[config.mk]
export PLATFORM = sky130hd
export DESIGN_NAME = spi_cmd_seq_flat
export DESIGN_NICKNAME = d
export VERILOG_FILES = /design/src/rtl/spi_cmd_seq_if.sv /design/src/rtl/spi_cmd_seq.sv /design/src/flat_wrapper.sv
export SDC_FILE = /design/constraint.sdc
export NUM_CORES = 1
export LEC_CHECK = 0
export ABC_AREA = 1
export CAP_MARGIN = 0
export CORE_ASPECT_RATIO = 1.2
export CORE_MARGIN = 1.5
export CORE_UTILIZATION = 46
export CTS_BUF_LIST = sky130_fd_sc_hd__clkbuf_8
export DETAILED_ROUTE_END_ITERATION = 6
export PLACE_DENSITY = 0.68
export REMOVE_ABC_BUFFERS = 1
export SETUP_SLACK_MARGIN = 0.02
export SYNTH_ARGS = -nofsm -noshare
export SYNTH_HDL_FRONTEND = slang
export SYNTH_SLANG_ARGS = --single-unit
export TNS_END_PERCENT = 20
[constraint.sdc]
create_clock -name clk -period 1.9 [get_ports clk]
set_input_delay 0.19 -clock clk [delete_from_list [all_inputs] [get_ports clk]]
set_output_delay 0.19 -clock clk [all_outputs]
set_load 0.02 [all_outputs]
[src/rtl/spi_cmd_seq_if.sv]
// spi_cmd_seq_if
//   Bundles every non-clock, non-reset signal of the SPI command sequencer:
//   the host request channel, the command channel to the SPI master, the
//   read-data return from the SPI master, the read-response channel back to
//   the host, and the busy status flag.
//
//   Modports:
//     slave  - the sequencer side (spi_cmd_seq)
//     master - the environment side (host + SPI master, or a testbench)
//
//   Signals:
//     req_vld/req_rdy/req_wr/req_addr/req_wdata  host request handshake
//     cmd_out/cmd_vld/cmd_rdy                    command word to SPI master
//     read_vld/read_data                         SPI master read return
//     rsp_vld/rsp_rdy/rsp_data/rsp_addr/
//     rsp_timeout                                read response to host
//     busy                                       FIFO non-empty or FSM active
interface spi_cmd_seq_if #(
  parameter int CMD_WIDTH  = 12,
  parameter int READ_WIDTH = 8,
  parameter int ADDR_WIDTH = 3
);

  logic                  req_vld;
  logic                  req_rdy;
  logic                  req_wr;
  logic [ADDR_WIDTH-1:0] req_addr;
  logic [READ_WIDTH-1:0] req_wdata;

  logic [CMD_WIDTH-1:0]  cmd_out;
  logic                  cmd_vld;
  logic                  cmd_rdy;

  logic                  read_vld;
  logic [READ_WIDTH-1:0] read_data;

  logic                  rsp_vld;
  logic                  rsp_rdy;
  logic [READ_WIDTH-1:0] rsp_data;
  logic [ADDR_WIDTH-1:0] rsp_addr;
  logic                  rsp_timeout;

  logic                  busy;

  modport slave (
    input  req_vld, req_wr, req_addr, req_wdata,
    input  cmd_rdy,
    input  read_vld, read_data,
    input  rsp_rdy,
    output req_rdy,
    output cmd_out, cmd_vld,
    output rsp_vld, rsp_data, rsp_addr, rsp_timeout,
    output busy
  );

  modport master (
    output req_vld, req_wr, req_addr, req_wdata,
    output cmd_rdy,
    output read_vld, read_data,
    output rsp_rdy,
    input  req_rdy,
    input  cmd_out, cmd_vld,
    input  rsp_vld, rsp_data, rsp_addr, rsp_timeout,
    input  busy
  );

endinterface

[src/rtl/spi_cmd_seq.sv]
// spi_cmd_seq
//   Command sequencer in front of the SPI master. Host requests are formatted
//   into {wr, addr, wr ? wdata : 0} at push time and queued in a small FIFO.
//   A four-state FSM (IDLE, ISSUE, WAIT_RD, RSP) issues one command at a time
//   on cmd_vld/cmd_rdy; reads wait for read_vld and return the data to the
//   host on rsp_vld/rsp_rdy. Only one read is ever outstanding.
//
//   Ports:
//     clk    clock
//     rst_n  asynchronous active-low reset
//     bus    spi_cmd_seq_if.slave (request, command, read return, response,
//            busy)
//
//   Optional feature macro: SPI_SEQ_TIMEOUT_EN
//     Defined   - a WAIT_RD cycle counter forces an all-ones response with
//                 rsp_timeout = 1 after TIMEOUT_CYCLES cycles without read_vld.
//     Undefined - WAIT_RD waits indefinitely and rsp_timeout is always 0.
module spi_cmd_seq #(
  parameter int CMD_WIDTH      = 12,
  parameter int READ_WIDTH     = 8,
  parameter int ADDR_WIDTH     = 3,
  parameter int FIFO_DEPTH     = 4,
  parameter int TIMEOUT_CYCLES = 1024
) (
  input  logic          clk,
  input  logic          rst_n,
  spi_cmd_seq_if.slave  bus
);

  localparam int PTR_W = $clog2(FIFO_DEPTH);

  // Reject configurations the packing and pointer-wrap logic cannot handle.
  if ((CMD_WIDTH != 1 + ADDR_WIDTH + READ_WIDTH) || (FIFO_DEPTH < 2) ||
      ((FIFO_DEPTH & (FIFO_DEPTH - 1)) != 0) || (TIMEOUT_CYCLES < 2)) begin : g_bad_params
    $error("spi_cmd_seq: illegal parameter combination");
  end

  typedef enum logic [1:0] {IDLE, ISSUE, WAIT_RD, RSP} state_t;

  state_t                state_q, state_d;

  logic [CMD_WIDTH-1:0]  mem [FIFO_DEPTH];
  logic [PTR_W-1:0]      wr_ptr, rd_ptr;
  logic [PTR_W:0]        count;
  logic                  full, empty, push, pop;
  logic [CMD_WIDTH-1:0]  push_word, head;

  logic [CMD_WIDTH-1:0]  cmd_out_q, cmd_out_d;
  logic                  cmd_vld_q, cmd_vld_d;
  logic                  rsp_vld_q, rsp_vld_d;
  logic [READ_WIDTH-1:0] rsp_data_q, rsp_data_d;
  logic [ADDR_WIDTH-1:0] rsp_addr_q, rsp_addr_d;
  logic                  rsp_timeout_q, rsp_timeout_d;
  logic                  to_hit;

  assign full      = (count == (PTR_W + 1)'(FIFO_DEPTH));
  assign empty     = (count == '0);
  assign push      = bus.req_vld && !full;
  assign head      = mem[rd_ptr];
  // Write data is zeroed for reads so the stored word is fully defined.
  assign push_word = {bus.req_wr, bus.req_addr,
                      bus.req_wr ? bus.req_wdata : {READ_WIDTH{1'b0}}};

  always_ff @(posedge clk or negedge rst_n) begin
    if (!rst_n) begin
      wr_ptr <= '0;
      rd_ptr <= '0;
      count  <= '0;
      for (int i = 0; i < FIFO_DEPTH; i++) begin
        mem[i] <= '0;
      end
    end else begin
      if (push) begin
        mem[wr_ptr] <= push_word;
        wr_ptr      <= wr_ptr + 1'b1;
      end
      if (pop) begin
        rd_ptr <= rd_ptr + 1'b1;
      end
      if (push && !pop) begin
        count <= count + 1'b1;
      end else if (pop && !push) begin
        count <= count - 1'b1;
      end
    end
  end

`ifdef SPI_SEQ_TIMEOUT_EN
  localparam int TO_W = $clog2(TIMEOUT_CYCLES);

  logic [TO_W-1:0] to_cnt_q;

  // Holds at zero outside WAIT_RD, so the first WAIT_RD cycle sees 0.
  always_ff @(posedge clk or negedge rst_n) begin
    if (!rst_n) begin
      to_cnt_q <= '0;
    end else if (state_q != WAIT_RD) begin
      to_cnt_q <= '0;
    end else begin
      to_cnt_q <= to_cnt_q + 1'b1;
    end
  end

  assign to_hit = (to_cnt_q == TO_W'(TIMEOUT_CYCLES - 1));
`else
  assign to_hit = 1'b0;
`endif

  always_ff @(posedge clk or negedge rst_n) begin
    if (!rst_n) begin
      state_q       <= IDLE;
      cmd_out_q     <= '0;
      cmd_vld_q     <= 1'b0;
      rsp_vld_q     <= 1'b0;
      rsp_data_q    <= '0;
      rsp_addr_q    <= '0;
      rsp_timeout_q <= 1'b0;
    end else begin
      state_q       <= state_d;
      cmd_out_q     <= cmd_out_d;
      cmd_vld_q     <= cmd_vld_d;
      rsp_vld_q     <= rsp_vld_d;
      rsp_data_q    <= rsp_data_d;
      rsp_addr_q    <= rsp_addr_d;
      rsp_timeout_q <= rsp_timeout_d;
    end
  end

  // read_vld is only looked at in WAIT_RD; in every other state it is dropped.
  always_comb begin
    state_d       = state_q;
    cmd_out_d     = cmd_out_q;
    cmd_vld_d     = cmd_vld_q;
    rsp_vld_d     = rsp_vld_q;
    rsp_data_d    = rsp_data_q;
    rsp_addr_d    = rsp_addr_q;
    rsp_timeout_d = rsp_timeout_q;
    pop           = 1'b0;

    case (state_q)
      IDLE: begin
        if (!empty) begin
          state_d   = ISSUE;
          cmd_out_d = head;
          cmd_vld_d = 1'b1;
        end
      end
      ISSUE: begin
        if (cmd_vld_q && bus.cmd_rdy) begin
          pop       = 1'b1;
          cmd_vld_d = 1'b0;
          if (cmd_out_q[CMD_WIDTH-1]) begin
            state_d = IDLE;
          end else begin
            rsp_addr_d = cmd_out_q[READ_WIDTH +: ADDR_WIDTH];
            state_d    = WAIT_RD;
          end
        end
      end
      WAIT_RD: begin
        // A real read_vld on the terminal count still beats the timeout.
        if (bus.read_vld) begin
          rsp_data_d    = bus.read_data;
          rsp_vld_d     = 1'b1;
          rsp_timeout_d = 1'b0;
          state_d       = RSP;
        end else if (to_hit) begin
          rsp_data_d    = '1;
          rsp_vld_d     = 1'b1;
          rsp_timeout_d = 1'b1;
          state_d       = RSP;
        end
      end
      RSP: begin
        if (bus.rsp_rdy) begin
          rsp_vld_d = 1'b0;
          state_d   = IDLE;
        end
      end
      default: begin
        state_d = IDLE;
      end
    endcase
  end

  assign bus.req_rdy     = !full;
  assign bus.cmd_out     = cmd_out_q;
  assign bus.cmd_vld     = cmd_vld_q;
  assign bus.rsp_vld     = rsp_vld_q;
  assign bus.rsp_data    = rsp_data_q;
  assign bus.rsp_addr    = rsp_addr_q;
  assign bus.rsp_timeout = rsp_timeout_q;
  assign bus.busy        = (state_q != IDLE) || !empty;

endmodule
[src/flat_wrapper.sv]
// flat-port wrapper written by rule: the top's interface ports become plain ports
module spi_cmd_seq_flat 
#(
  parameter int CMD_WIDTH      = 12,
  parameter int READ_WIDTH     = 8,
  parameter int ADDR_WIDTH     = 3,
  parameter int FIFO_DEPTH     = 4,
  parameter int TIMEOUT_CYCLES = 1024
)
  (clk, rst_n, bus_req_vld, bus_req_wr, bus_req_addr, bus_req_wdata, bus_cmd_rdy, bus_read_vld, bus_read_data, bus_rsp_rdy, bus_req_rdy, bus_cmd_out, bus_cmd_vld, bus_rsp_vld, bus_rsp_data, bus_rsp_addr, bus_rsp_timeout, bus_busy);
  spi_cmd_seq_if #(.CMD_WIDTH(CMD_WIDTH), .READ_WIDTH(READ_WIDTH), .ADDR_WIDTH(ADDR_WIDTH)) bus_i ();
  input  logic clk;
  input  logic rst_n;
  input wire logic [$bits(bus_i.req_vld)-1:0] bus_req_vld;
  input wire logic [$bits(bus_i.req_wr)-1:0] bus_req_wr;
  input wire logic [$bits(bus_i.req_addr)-1:0] bus_req_addr;
  input wire logic [$bits(bus_i.req_wdata)-1:0] bus_req_wdata;
  input wire logic [$bits(bus_i.cmd_rdy)-1:0] bus_cmd_rdy;
  input wire logic [$bits(bus_i.read_vld)-1:0] bus_read_vld;
  input wire logic [$bits(bus_i.read_data)-1:0] bus_read_data;
  input wire logic [$bits(bus_i.rsp_rdy)-1:0] bus_rsp_rdy;
  output wire logic [$bits(bus_i.req_rdy)-1:0] bus_req_rdy;
  output wire logic [$bits(bus_i.cmd_out)-1:0] bus_cmd_out;
  output wire logic [$bits(bus_i.cmd_vld)-1:0] bus_cmd_vld;
  output wire logic [$bits(bus_i.rsp_vld)-1:0] bus_rsp_vld;
  output wire logic [$bits(bus_i.rsp_data)-1:0] bus_rsp_data;
  output wire logic [$bits(bus_i.rsp_addr)-1:0] bus_rsp_addr;
  output wire logic [$bits(bus_i.rsp_timeout)-1:0] bus_rsp_timeout;
  output wire logic [$bits(bus_i.busy)-1:0] bus_busy;
  assign bus_i.req_vld = bus_req_vld;
  assign bus_i.req_wr = bus_req_wr;
  assign bus_i.req_addr = bus_req_addr;
  assign bus_i.req_wdata = bus_req_wdata;
  assign bus_i.cmd_rdy = bus_cmd_rdy;
  assign bus_i.read_vld = bus_read_vld;
  assign bus_i.read_data = bus_read_data;
  assign bus_i.rsp_rdy = bus_rsp_rdy;
  assign bus_req_rdy = bus_i.req_rdy;
  assign bus_cmd_out = bus_i.cmd_out;
  assign bus_cmd_vld = bus_i.cmd_vld;
  assign bus_rsp_vld = bus_i.rsp_vld;
  assign bus_rsp_data = bus_i.rsp_data;
  assign bus_rsp_addr = bus_i.rsp_addr;
  assign bus_rsp_timeout = bus_i.rsp_timeout;
  assign bus_busy = bus_i.busy;
  spi_cmd_seq #(.CMD_WIDTH(CMD_WIDTH), .READ_WIDTH(READ_WIDTH), .ADDR_WIDTH(ADDR_WIDTH), .FIFO_DEPTH(FIFO_DEPTH), .TIMEOUT_CYCLES(TIMEOUT_CYCLES)) u_core (.clk(clk), .rst_n(rst_n), .bus(bus_i));
endmodule
Word level (Yosys, flattened, before mapping) --
Index checks and enable logic that the tools add are counted.
Word-level totals: register bits after elaboration 82, latch bits 0, memory bits (writable) 0, bits in read-only memories 0, memories kept 0
Cells by class: add/sub/neg operators 4, multipliers 0, div/mod/pow operators 0, magnitude comparators 3, equality and inequality tests 8, shifts and indexed selects 0, multiplexer cells 23, bitwise gates (word level) 4, reductions and logical operators 22
Operators with widths (count):
- $bwmux W48 | 1
- $mux W12 | 3
- $bmux W12 S2 | 1
- $demux W12 S2 | 1
- $mux W2 | 5
- $reduce_and A3 Y1 | 3
- $mux W8 | 1
- $pmux W2 S4 | 1
- $reduce_bool A2 Y1 | 4
- $ge A3 B3 Y1 const B | 2
- $mux W1 | 6
- $mux W3 | 2
- $ne A2 B2 Y1 const B | 3
- $not A2 Y3 | 2
- $logic_and A1 B1 Y1 | 5
- $add A2 B1 Y2 const B | 2
- $eq A2 B2 Y1 const B | 2
- $logic_not A1 Y1 | 4
- $pmux W1 S2 | 2
- $reduce_and A2 Y1 | 2
- $reduce_and A4 Y1 | 1
- $add A3 B1 Y3 const B | 1
- $eq A3 B3 Y1 const B | 1
- $logic_not A3 Y1 | 1
- other kinds (7) | 8

Longest topological paths before layout --
Gate-level depths: netlist of run 1.
depth after elaboration 7, gate-level depth with buffers 11

Worst setup path after synthesis of run 1 --
No wires, ideal clock.
kind register to register, start register u_core.count[0], end register u_core.count[2], arrival time 1.672 ns, data required time 1.777 ns, setup slack 0.106 ns, cell stages (with the launch flop) 11, path buffers 0, clock period less this slack 1.794 ns, cell sequence dfrtp_1 -> nor2_2 -> nand2_4 -> nand2_1 -> inv_1 -> ha_1 -> inv_1 -> fa_1 -> nand2_1 -> nand3_1 -> xor2_1
Between the ends: word-level cells in the longest chain between the ends 6
Ends and longest elaborated chain:
- start: declaration | RTL line spi_cmd_seq.sv:44 | logic [PTR_W:0] count;
- start signal: assignment | RTL line spi_cmd_seq.sv:81 | count <= count + 1'b1;
- start signal: assignment | RTL line spi_cmd_seq.sv:83 | count <= count - 1'b1;
- $eq A3 B3 Y1 (*) | RTL line spi_cmd_seq.sv:56 | assign full = (count == (PTR_W + 1)'(FIFO_DEPTH));
- $logic_not A1 Y1 (*)
- named net bus_req_rdy | RTL line flat_wrapper.sv:22 | output wire logic [$bits(bus_i.req_rdy)-1:0] bus_req_rdy;
- $logic_and A1 B1 Y1 (*) | RTL line spi_cmd_seq.sv:58 | assign push = bus.req_vld && !full;
- named net u_core.push | RTL line spi_cmd_seq.sv:45 | logic full, empty, push, pop;
- $logic_not A1 Y1 | RTL line spi_cmd_seq.sv:82 | end else if (pop && !push) begin
- $logic_and A1 B1 Y1 | RTL line spi_cmd_seq.sv:82
- $reduce_bool A2 Y1 (no line)
The timed path passes the listed nets; every way through them passes the cells marked *. The select of a mux whose other input is x is not followed. A chain may end at the register's enable or synchronous reset.

Worst setup path after layout of run 1 --
start register u_core.count[1], end register u_core.count[2]
Between the ends: word-level cells in the longest chain between the ends 6
Ends and longest elaborated chain (RTL line):
- $eq A3 B3 Y1 (*) | spi_cmd_seq.sv:56
- $logic_not A1 Y1 (*) | spi_cmd_seq.sv:58
- $logic_and A1 B1 Y1 (*) | spi_cmd_seq.sv:58
- named net u_core.push | spi_cmd_seq.sv:45
- $logic_not A1 Y1 | spi_cmd_seq.sv:82
- $logic_and A1 B1 Y1 | spi_cmd_seq.sv:82
- $reduce_bool A2 Y1 (no line)
Marked as above.

==> results of run 1 <==
-- layer usage --
layer,global-route usage,vias up
met3,0.02937,19
met2,0.3192,71
met1,0.2319,1437
met5,0,-
li1,-,1558
met4,0.1145,0
-- registers in the layout, indices dropped and copies added (netlist names), named ones only --
register	cells
u_core.bus.rsp_addr	3
u_core.wr_ptr	2
u_core.count	3
u_core.rd_ptr	2
u_core.bus.cmd_out	12
u_core.bus.cmd_vld	1
u_core.state_q	1
u_core.mem	48
u_core.bus.rsp_data	8
u_core.bus.rsp_vld	1
-- per-stage QoR --
step           std cells  utilization  cell area [sq um]  setup WS, ns  power, mW
3_3_place_gp         632       0.5516               4547       0.07443      6.668
5_1_grt              650       0.5733               4726       0.01880      8.506
6_report             650       0.5733               4726        0.1339      7.802
4_1_cts              649       0.5724               4718        0.1317      7.881
3_5_place_dp         632       0.5516               4547       0.01468      6.780
2_1_floorplan        455            -               3791        0.1056      5.445
-- final timing paths --
path,start,endpoint,cells past startpoint
min in group clk,bus_read_data[1],u_core.bus.rsp_data[1]$_DFFE_PN0P_,3
setup / recovery,u_core.count[1]$_DFFE_PN0P_,u_core.count[2]$_DFFE_PN0P_,11
max in group asynchronous,rst_n,u_core.mem[35]$_DFFE_PN0P_,3
hold reg to reg,u_core.bus.cmd_out[0]$_DFFE_PN0P_,u_core.bus.cmd_out[0]$_DFFE_PN0P_,2
setup reg to reg,u_core.count[1]$_DFFE_PN0P_,u_core.count[2]$_DFFE_PN0P_,11
hold / removal,rst_n,u_core.mem[34]$_DFFE_PN0P_,2
-- worst register-to-register path, delay by kind of cell (launching register included) --
kind / cells / cell delay, ns
adders and majority gates: 2 / 0.39
buffers and inverters: 3 / 0.22
DFF: 1 / 0.42
and+or+nand+nor: 5 / 0.49
xor gates and xnor gates: 1 / 0.14
-- cells in the mapped netlist --
cell	count	area, sq um
o21ai_0	11	55.05
nand3_4	4	70.07
o21ai_2	27	236.5
conb_1	1	3.750
buf_1	1	3.750
nor2_2	2	12.51
clkbuf_1	3	11.26
fa_1	1	20.02
nand2_1	189	709.4
o21ai_1	21	105.1
xnor2_1	1	8.760
inv_1	50	187.7
dfrtp_1	82	2052
nand3_1	8	40.04
buf_6	8	90.09
a21oi_1	1	5.000
nand2_4	1	11.26
ha_1	5	62.56
buf_2	7	35.03
xor2_1	4	35.03
buf_4	2	15.01
nor2_1	47	176.4
-- final cells by class --
type / instances / area (sq um)
clock inverters: 6 / 26.28
fillers: 765 / 3517
flip-flops and latches: 82 / 2052
clock buffers: 10 / 137.6
multi-input cells: 323 / 1551
repair buffers: 65 / 628.1
inverters: 50 / 187.7
well taps: 114 / 142.6
-- cell families (layout without fill, tap and decap cells) --
group                    Yosys count  count (layout)  share of synthesized area
AND/OR/NAND/NOR                  251             251                     0.2584
adder cells (fa/ha/maj)            6               6                    0.02093
buffers and inverters             71             131                    0.08687
XOR/XNOR                           5               5                    0.01110
other                              1               1                  0.0009503
flip-flops                        82              82                     0.5200
AO/OA/AOI/OAI                     60              60                     0.1018
-- power groups by stage --
| stage | Sequential (mW) | Combinational [mW] | Clock (mW) |
|---|---|---|---|
| floorplan | 3.33 | 2.11 | 0 |
| global placement | 2.99 | 3.68 | 0 |
| detailed placement | 3.03 | 3.75 | 0 |
| CTS | 3.00 | 3.76 | 1.12 |
| global route | 3.09 | 4.23 | 1.18 |
| finish | 2.99 | 3.73 | 1.08 |
-- timing repair --
| action | in CTS | in global routing |
|---|---|---|
| setup endpoints to repair | 2 | 1 |
| pin swaps | 0 | 0 |
| gates resized for setup | 2 | 0 |
| hold buffers | 1 | 0 |
| buffers inserted | 0 | 1 |
| hold endpoints to repair | 43 | 0 |
==> run metrics, run 1 <==
Iter 0 DRT Violations=approximately 120; Combinational Power Share=0.477; drt pass-1 iters=4; count of cell types in the netlist=22; Clock power frac=0.139; clk_skew=0.01024 ns; WL per Instance=12.26 um; Mean Syn Cell Area=between 8 and 9 sq um; crit path cell chain=nor2_2, nand2_4, nand2_1, inv_1, ha_1, inv_1, fa_1, inv_1, nand2_1, nand3_1, xor2_1; crit path launch type=flop; Crit path top cell by count=inv_1; TritonCTS buffer count=9; Relative slew margins=0.6162; Final Max Slew Viols=0; post-route clock period utilization=0.9295; status=complete, no violations; I/O pin cnt=54; type of the worst setup path=reg -> reg; Peak VDD IR=around 0.53 mV; clock buffer depth=2; slowest stage delay, CP=0.42 ns; H-tree Lvls=3; WP buf/inv=3; initial antenna violation count=0; layout cells sized above 1=0.1119; Finish-stage setup viols=0; Min-Delay Path Class=in -> async; CP endpoint kind=flop; Synth warnings=0; flop2flop setup slack=0.13 ns; max-cap viol count=0; core area=8243 sq um; sw frac=0.4159; mapped cell area=~3900 sq um; minimum clock period=1.766 ns; number of port buffers=52; ANT nets after route=0; Seq/Total Area, Yosys=0.5200; part of the power in registers=0.384; Int Pwr=4.558 mW; clk_lat worst skew=0.36 ns; DIE AREA=9145 sq um; met3 WL post-DR=between 200 and 300 um; gr usage total=0.1926; Antenna diodes=0; fmax=roughly 0.57 GHz; CTS Sinks=82; vias in the first global route=2979; DRT met1 WL=3570 um; #FFs+latches synth=82; largest net degree at the start of global routing=51; pwr dens=1651 nW/um^2; Fin. Hold Viols=0; hold slack=roughly 0.37 ns; DR top layer=met4; DRC errors left=0; Top Family by Delay on Critical Path=simple AND/OR/NAND/NOR gates; first-pass GRT wire length=13540 um; RD Place Congestion=a little under 0.8; DRT Wirelength=7967 um; via/cell ratio=4.746; CTS Root Cell=clkbuf_8; RSZ-0062 raised after global routing=no; Worst Path Max Fanout=3; Die W=87.55 um; Core Rows=36; commonest non-fill, non-tap cell in the layout=nand2_1; hpwl dp=~5300 um; CP max stage cell=dfrtp_1; Worst EP arrival=approximately 2 ns; Worst-path clk slew=0.07 ns; Sw Pwr=between 3 and 4 mW; setup_tns=0 ns; fin nets=563; Area growth, synth to finish=19.75%; most frequent cells in the layout=189 x nand2_1, 82 x dfrtp_1, 53 x inv_1; Tightest Pin Transition=0.5757 ns; Worst EP required=2.14 ns; met2 routed wirelength=between 3000 and 4000 um; Die H=104.5 um; via count=3085; starting density of the core=0.4787; Gate Count Post-Synth=476; Static Leak=2.410 nW; GRT overflow=0; CTS tree=done
Note: power is estimated with default switching activity, not from simulation.
==> run 2, diff against run 1 <==
--- a/config.mk
+++ b/config.mk
@@ -12,6 +12,7 @@
 export CORE_UTILIZATION = 46
 export CTS_BUF_LIST = sky130_fd_sc_hd__clkbuf_8
 export DETAILED_ROUTE_END_ITERATION = 6
+export HOLD_SLACK_MARGIN = 0.03
 export PLACE_DENSITY = 0.68
 export REMOVE_ABC_BUFFERS = 1
 export SETUP_SLACK_MARGIN = 0.02
==> constraint.sdc (replaced) <==
create_clock -name clk -period 1.8 [get_ports clk]
set_input_delay 0.18 -clock clk [delete_from_list [all_inputs] [get_ports clk]]
set_output_delay 0.18 -clock clk [all_outputs]
set_load 0.02 [all_outputs]
==> run metrics, run 2 (synthesized netlist as in run 1, its figures left out) <==
hold slack=0.3451 ns (-0.02874 ns); status=complete, no violations; clk_skew=0.007383 ns (-0.002856 ns); clk_lat worst skew=0.35 ns (about the same); first-pass GRT wire length=13560 um (+0.10%); Tightest Pin Transition=0.5210 ns (-0.05464 ns); drt pass-1 iters=4 (unchanged); gr usage total=0.1935 (+0.0009012); flop2flop setup slack=0.12 ns (about the same); Finish-stage setup viols=0 (unchanged); DRT met1 WL=3539 um (-0.87%); fillers=764 (-0.13%); clock buffer depth=2 (unchanged); Final Max Slew Viols=0 (unchanged); final worst setup slack=0.1217 ns (-0.01219 ns); CTS tree=done; Largest Register=u_core.mem; number of port buffers=52 (unchanged); Worst Path Max Fanout=3 (unchanged); Die W=87.55 um (unchanged); Die H=104.5 um (unchanged); largest net degree at the start of global routing=37 (-27%); DRC errors left=0 (unchanged); pre-CTS setup slack=-0.09547 ns (-0.1101 ns); H-tree Lvls=3 (unchanged); Placed Area=4592 sq um (+0.99%); minimum clock period=1.678 ns (-0.08781 ns); CTS Sinks=82 (unchanged); fmax=0.5958 GHz (+5.2%); CP endpoint kind=flop; post-layout power=8.656 mW (+11%); RD Place Congestion=0.7967 (+2.2%); Antenna diodes=0 (unchanged); commonest non-fill, non-tap cell in the layout=nand2_1; ANT nets after route=0 (unchanged); RSZ-0062 raised after global routing=yes; max reg flops=48 (unchanged); Fin. Hold Viols=0 (unchanged); core area=8243 sq um (unchanged); Relative slew margins=0.6523 (+0.03604); final instance area=4855 sq um (+2.7%); initial antenna violation count=0 (unchanged); met2 routed wirelength=3972 um (+3.5%); met3 WL post-DR=355 um (+19%); Worst-path clk slew=0.07 ns (about the same); DR top layer=met4; Core Rows=36 (unchanged); Worst EP arrival=1.92 ns (-0.09 ns); layout cells sized above 1=0.1344 (+0.02250); Min-Delay Path Class=in -> async; pwr dens=1783 nW/um^2 (+8.0%); post-route clock period utilization=0.9324 (+0.002859); CTS Root Cell=clkbuf_8; vias in the first global route=2991 (+0.40%); starting density of the core=0.4787 (unchanged); crit path launch type=flop; TritonCTS buffer count=9 (unchanged); via/cell ratio=4.659 (-1.8%); fin nets=571 (+1.4%); DIE AREA=9145 sq um (unchanged); DRT Wirelength=8076 um (+1.4%); most frequent cells in the layout=189 x nand2_1, 80 x dfrtp_1, 51 x inv_1; I/O pin cnt=54 (unchanged); Iter 0 DRT Violations=140 (+18%); max-cap viol count=0 (unchanged); fin util=0.5890 (+0.01563); Worst EP required=2.05 ns (-0.09 ns); Static Leak=2.464 nW (+2.2%); WL per Instance=12.29 um (+0.29%); Peak VDD IR=0.5949 mV (+11%); GRT overflow=0 (unchanged); hpwl dp=5450 um (+3.4%); via count=3061 (-0.78%); Area growth, synth to finish=23.02%; type of the worst setup path=reg -> reg
==> run 2: changes by cell type in the layout (fill, tap and decap cells not counted), sizes merged <==
| cell | previous run | this run |
|---|---|---|
| clkdlybuf4s15 | 0 | 1 |
| clkbuf | 10 | 11 |
| inv | 53 | 52 |
| dlygate4sd2 | 2 | 1 |
| buf | 13 | 21 |
| clkinv | 3 | 0 |
| bufinv | 0 | 2 |
==> run 2: timing repair <==
item	CTS	global route
hold endpoints to repair	33	0
hold buffers	1	0
pin swaps	0	1
resized for setup	2	7
setup endpoints to repair	4	4
setup buffers	0	3
==> run 2: final timing paths <==
kind / start / endpoint / cells after the start
max in group asynchronous: rst_n / u_core.bus.cmd_out[6]$_DFFE_PN0P_ / 3
min in group clk: bus_read_data[7] / u_core.bus.rsp_data[7]$_DFFE_PN0P_ / 3
worst min-delay path: rst_n / u_core.mem[34]$_DFFE_PN0P_ / 2
worst min register to register: u_core.bus.rsp_addr[2]$_DFFE_PN0P_ / u_core.bus.rsp_addr[2]$_DFFE_PN0P_ / 2
worst max-delay path: u_core.count[0]$_DFFE_PN0P_ / u_core.count[1]$_DFFE_PN0P_ / 9
worst max register to register: u_core.count[0]$_DFFE_PN0P_ / u_core.count[1]$_DFFE_PN0P_ / 9
==> run 2: routing by layer <==
layer | GRT usage | vias to the layer above
met5 | 0 | -
met4 | 0.09751 | 0
met3 | 0.04048 | 14
met2 | 0.3198 | 64
met1 | 0.2346 | 1414
li1 | - | 1569
==> run 2: metrics by stage <==
stage	TNS (ns)	std cells
after detailed placement	-0.1448	638
after CTS	0	654
after floorplan	0	455
final	0	657
after global placement	-0.01313	638
after global routing	0	657
==> run 2: report_power, final <==
| group | leakage [nW] | internal, mW | switching (mW) |
|---|---|---|---|
| clock | 0.118 | 0.840 | 0.625 |
| sequential | 1.04 | 2.68 | 0.474 |
| combinational | 1.30 | 1.69 | 2.35 |
==> run 2: layout make-up <==
type | count | area [sq um] | area share
tap | 114 | 142.6 | 0.02938
clock inverter | 4 | 67.56 | 0.01392
multi-input combinational | 323 | 1562 | 0.3216
sequential | 82 | 2054 | 0.4232
inverter | 50 | 187.7 | 0.03866
timing repair buffer | 73 | 689.4 | 0.1420
clock buffer | 11 | 151.4 | 0.03119
==> run 2: worst max-delay path: stages, from the launching register on <==
cell     delay (ns)
dfrtp_2        0.44
nor2_4         0.15
nand2_4        0.05
nand2_1        0.09
inv_2          0.05
ha_2           0.17
inv_1          0.09
fa_2           0.43
nand2_1        0.07
nand2_1        0.04
==> run 3, diff against run 2 <==
--- a/config.mk
+++ b/config.mk
@@ -5,15 +5,14 @@
 export SDC_FILE = /design/constraint.sdc
 export NUM_CORES = 1
 export LEC_CHECK = 0
-export ABC_AREA = 1
 export CAP_MARGIN = 0
 export CORE_ASPECT_RATIO = 1.2
 export CORE_MARGIN = 1.5
-export CORE_UTILIZATION = 46
+export CORE_UTILIZATION = 45
 export CTS_BUF_LIST = sky130_fd_sc_hd__clkbuf_8
 export DETAILED_ROUTE_END_ITERATION = 6
 export HOLD_SLACK_MARGIN = 0.03
-export PLACE_DENSITY = 0.68
+export PLACE_DENSITY = 0.67
 export REMOVE_ABC_BUFFERS = 1
 export SETUP_SLACK_MARGIN = 0.02
 export SYNTH_ARGS = -nofsm -noshare
==> run metrics, run 3 <==
status=complete, but fails checks; failing checks=setup timing; final worst setup slack=-0.1171 ns (-0.2388 ns); Final Max Slew Viols=0 (unchanged); Gate Count Post-Synth=234 (-51%); Worst EP required=2.04 ns (about the same); crit path launch type=flop; RSZ-0062 raised after global routing=yes; Synth top area share=0.5318 (+0.01180); fin nets=336 (-41%); DIE AREA=9142 sq um (about the same); largest net degree at the start of global routing=38 (+2.7%); max-cap viol count=0 (unchanged); clock buffer depth=2 (unchanged); H-tree Lvls=3 (unchanged); CTS Root Cell=clkbuf_8; final non-filler cell total=423 (-36%); number of port buffers=52 (unchanged); Synth area leaders=dfrtp_1 53%, mux2_4 16%, mux2_2 9.3%, mux4_2 7.0%, buf_12 2.1%; Placed Area=4534 sq um (-1.3%); clk_lat worst skew=0.35 ns (about the same); RD Place Congestion=0.7012 (-12%); starting density of the core=0.4681 (-0.01063); mapped cell area=3859 sq um (-2.2%); CTS Sinks=82 (unchanged); DRC errors left=0 (unchanged); I/O pin cnt=54 (unchanged); Post-synth ARST share=1.000 (unchanged); hpwl dp=4577 um (-16%); #FFs+latches synth=82 (unchanged); count of cell types in the netlist=33 (+50%); critical path launch point=u_core.count[0]$_DFFE_PN0P_; DRT Wirelength=6919 um (-14%); max reg flops=48 (unchanged); WL per Instance=16.36 um (+33%); Cells after DPL=404 (-37%); r2r worst-path depth=7 (-2); area of the multi-input gates=1670 sq um (+7.0%); Finish-stage setup viols=1 (+1); CP endpoint kind=flop; via count=2100 (-31%); final instance area=4767 sq um (-1.8%); Static Leak=2.218 nW (-10%); Core Rows=36 (unchanged); clk_skew=0.01153 ns (+0.004143 ns); Reg2Reg Launch Point=u_core.count[0]$_DFFE_PN0P_; Worst EP arrival=2.16 ns (+0.24 ns); GRT overflow=0 (unchanged); Largest Register=u_core.mem; fmax=0.5216 GHz (-12%); Peak VDD IR=0.5347 mV (-10%); most instantiated cells after synthesis=82 x dfrtp_1, 40 x mux2_4, 32 x mux2_2, 12 x mux4_2, 9 x nand2_1; Critical R2R Capture=u_core.count[1]$_DFFE_PN0P_; most frequent cells in the layout=82 x dfrtp_1, 49 x clkdlybuf4s50_1, 41 x mux2_4; Worst Path Max Fanout=2 (-1); Die H=104.4 um (about the same); Iter 0 DRT Violations=44 (-69%); first-pass GRT wire length=11860 um (-13%); Top FF cell, synth=dfrtp_1; pwr dens=1794 nW/um^2 (+0.61%); Fin. Hold Viols=0 (unchanged); commonest non-fill, non-tap cell in the layout=dfrtp_1; gr usage total=0.1708 (-0.02262); flip-flop and latch area=2052 sq um (-0.12%); pre-CTS setup slack=-0.1704 ns (-0.07491 ns); vias in the first global route=2264 (-24%); number of synthesized flops with an enable pin=0 (unchanged); post-layout power=8.551 mW (-1.2%); Mean Syn Cell Area=16.49 sq um (+99%); drt pass-1 iters=4 (unchanged); flop2flop setup slack=-0.12 ns (-0.24 ns); layout cells sized above 1=0.4337 (+0.2992); ANT nets after route=0 (unchanged); core area=8243 sq um (unchanged); Synth warnings=0 (unchanged); Die W=87.53 um (about the same); type of the worst setup path=reg -> reg; initial antenna violation count=0 (unchanged); TritonCTS buffer count=9 (unchanged); Seq/Total Area, Yosys=0.5318 (+0.01180); via/cell ratio=4.965 (+6.6%); Worst-path clk slew=0.09 ns (+0.02 ns); fillers=674 (-12%); top-count cell post-synth=dfrtp_1; CTS tree=done; cell taking the most area after synthesis=dfrtp_1; Worst setup endpoint=u_core.count[1]$_DFFE_PN0P_; Min-Delay Path Class=in -> async; Area growth, synth to finish=23.54%; post-route clock period utilization=1.065 (+0.1326); Antenna diodes=0 (unchanged); minimum clock period=1.917 ns (+0.2388 ns)
-- run 3: cell types whose count changed after synthesis, moves of 4 or more --
| cell | delta |
|---|---|
| buf_2 | -6 |
| o21ai_0 | -9 |
| mux2_4 | +40 |
| o21ai_2 | -27 |
| nor2_1 | -43 |
| and2_1 | +8 |
| mux2_2 | +32 |
| buf_12 | +4 |
| inv_1 | -45 |
| o21ai_1 | -21 |
| buf_6 | -6 |
| nand3_1 | -8 |
| mux4_2 | +12 |
| nand2_1 | -180 |
-- run 3: timing repair --
item / CTS / global route
hold buffers: 1 / 0
gates resized for setup: 9 / 7
hold endpoints to repair: 35 / 0
setup endpoints to repair: 4 / 5
pin swaps: 0 / 7
buffers inserted: 0 / 2
-- run 3: stage by stage --
step / TNS (ns) / hold slack [ns] / util
2_1_floorplan: -0.9515 / -0.1156 / -
3_3_place_gp: -0.1477 / 0.1705 / 0.5501
3_5_place_dp: -0.2554 / 0.1819 / 0.5501
4_1_cts: -0.1768 / 0.3367 / 0.5745
5_1_grt: -0.2583 / 0.3651 / 0.5783
6_report: -0.1171 / 0.3245 / 0.5783
-- run 3: cell families (layout without fill, tap and decap cells) --
group,after synthesis,count (layout),share of synthesized area
AOI/OAI and AO/OA,6,6,0.009729
xor gates and xnor gates,6,6,0.01362
adders and majority gates,6,6,0.02140
buffers and inverters,18,93,0.04377
DFF,82,82,0.5318
muxes,85,85,0.3220
other,1,1,0.0009718
and+or+nand+nor,30,30,0.05674
-- run 3: area by class of cell --
type / instances / area share
Inverter: 5 / 0.003937
Sequential cell: 82 / 0.4304
Clock buffer: 9 / 0.02598
Timing Repair Buffer: 72 / 0.1465
Multi-Input combinational cell: 134 / 0.3504
Tap cell: 114 / 0.02992
Clock inverter: 7 / 0.01286
-- run 3: metal layers --
layer,vias to the layer above,routed length [um],track usage
li1,968,-,-
met1,1075,3222,0.2334
met2,46,3355,0.2648
met3,11,251,0.03651
met4,0,90,0.06576
met5,-,0,0
-- run 3: worst min-delay path by stage --
| stage | startpoint | endpoint | slack, ns |
|---|---|---|---|
| after detailed placement | rst_n | u_core.state_q[0]$_DFFE_PN0P_ | 0.18 |
| after floorplan | rst_n | asynchronous set/reset pin | -0.12 |
| after global routing | rst_n | u_core.bus.rsp_addr[1]$_DFFE_PN0P_ | 0.37 |
| final | rst_n | u_core.bus.rsp_addr[1]$_DFFE_PN0P_ | 0.32 |
| after CTS | rst_n | u_core.bus.rsp_addr[1]$_DFFE_PN0P_ | 0.34 |
| after global placement | rst_n | u_core.state_q[0]$_DFFE_PN0P_ | 0.17 |
-- run 3: worst max-delay path: stages (launching register included) --
cell,delay [ns]
dfrtp_1,0.39
or3b_4,0.41
nand2_2,0.08
inv_2,0.05
ha_4,0.15
inv_2,0.05
fa_1,0.41
mux2_4,0.28
-- run 3: power breakdown --
group	leakage (nW)	switching, mW	internal [mW]
sequential	1.01	0.480	2.72
clock	0.0884	0.718	0.524
combinational	1.12	1.61	2.50
total	2.22	2.81	5.74
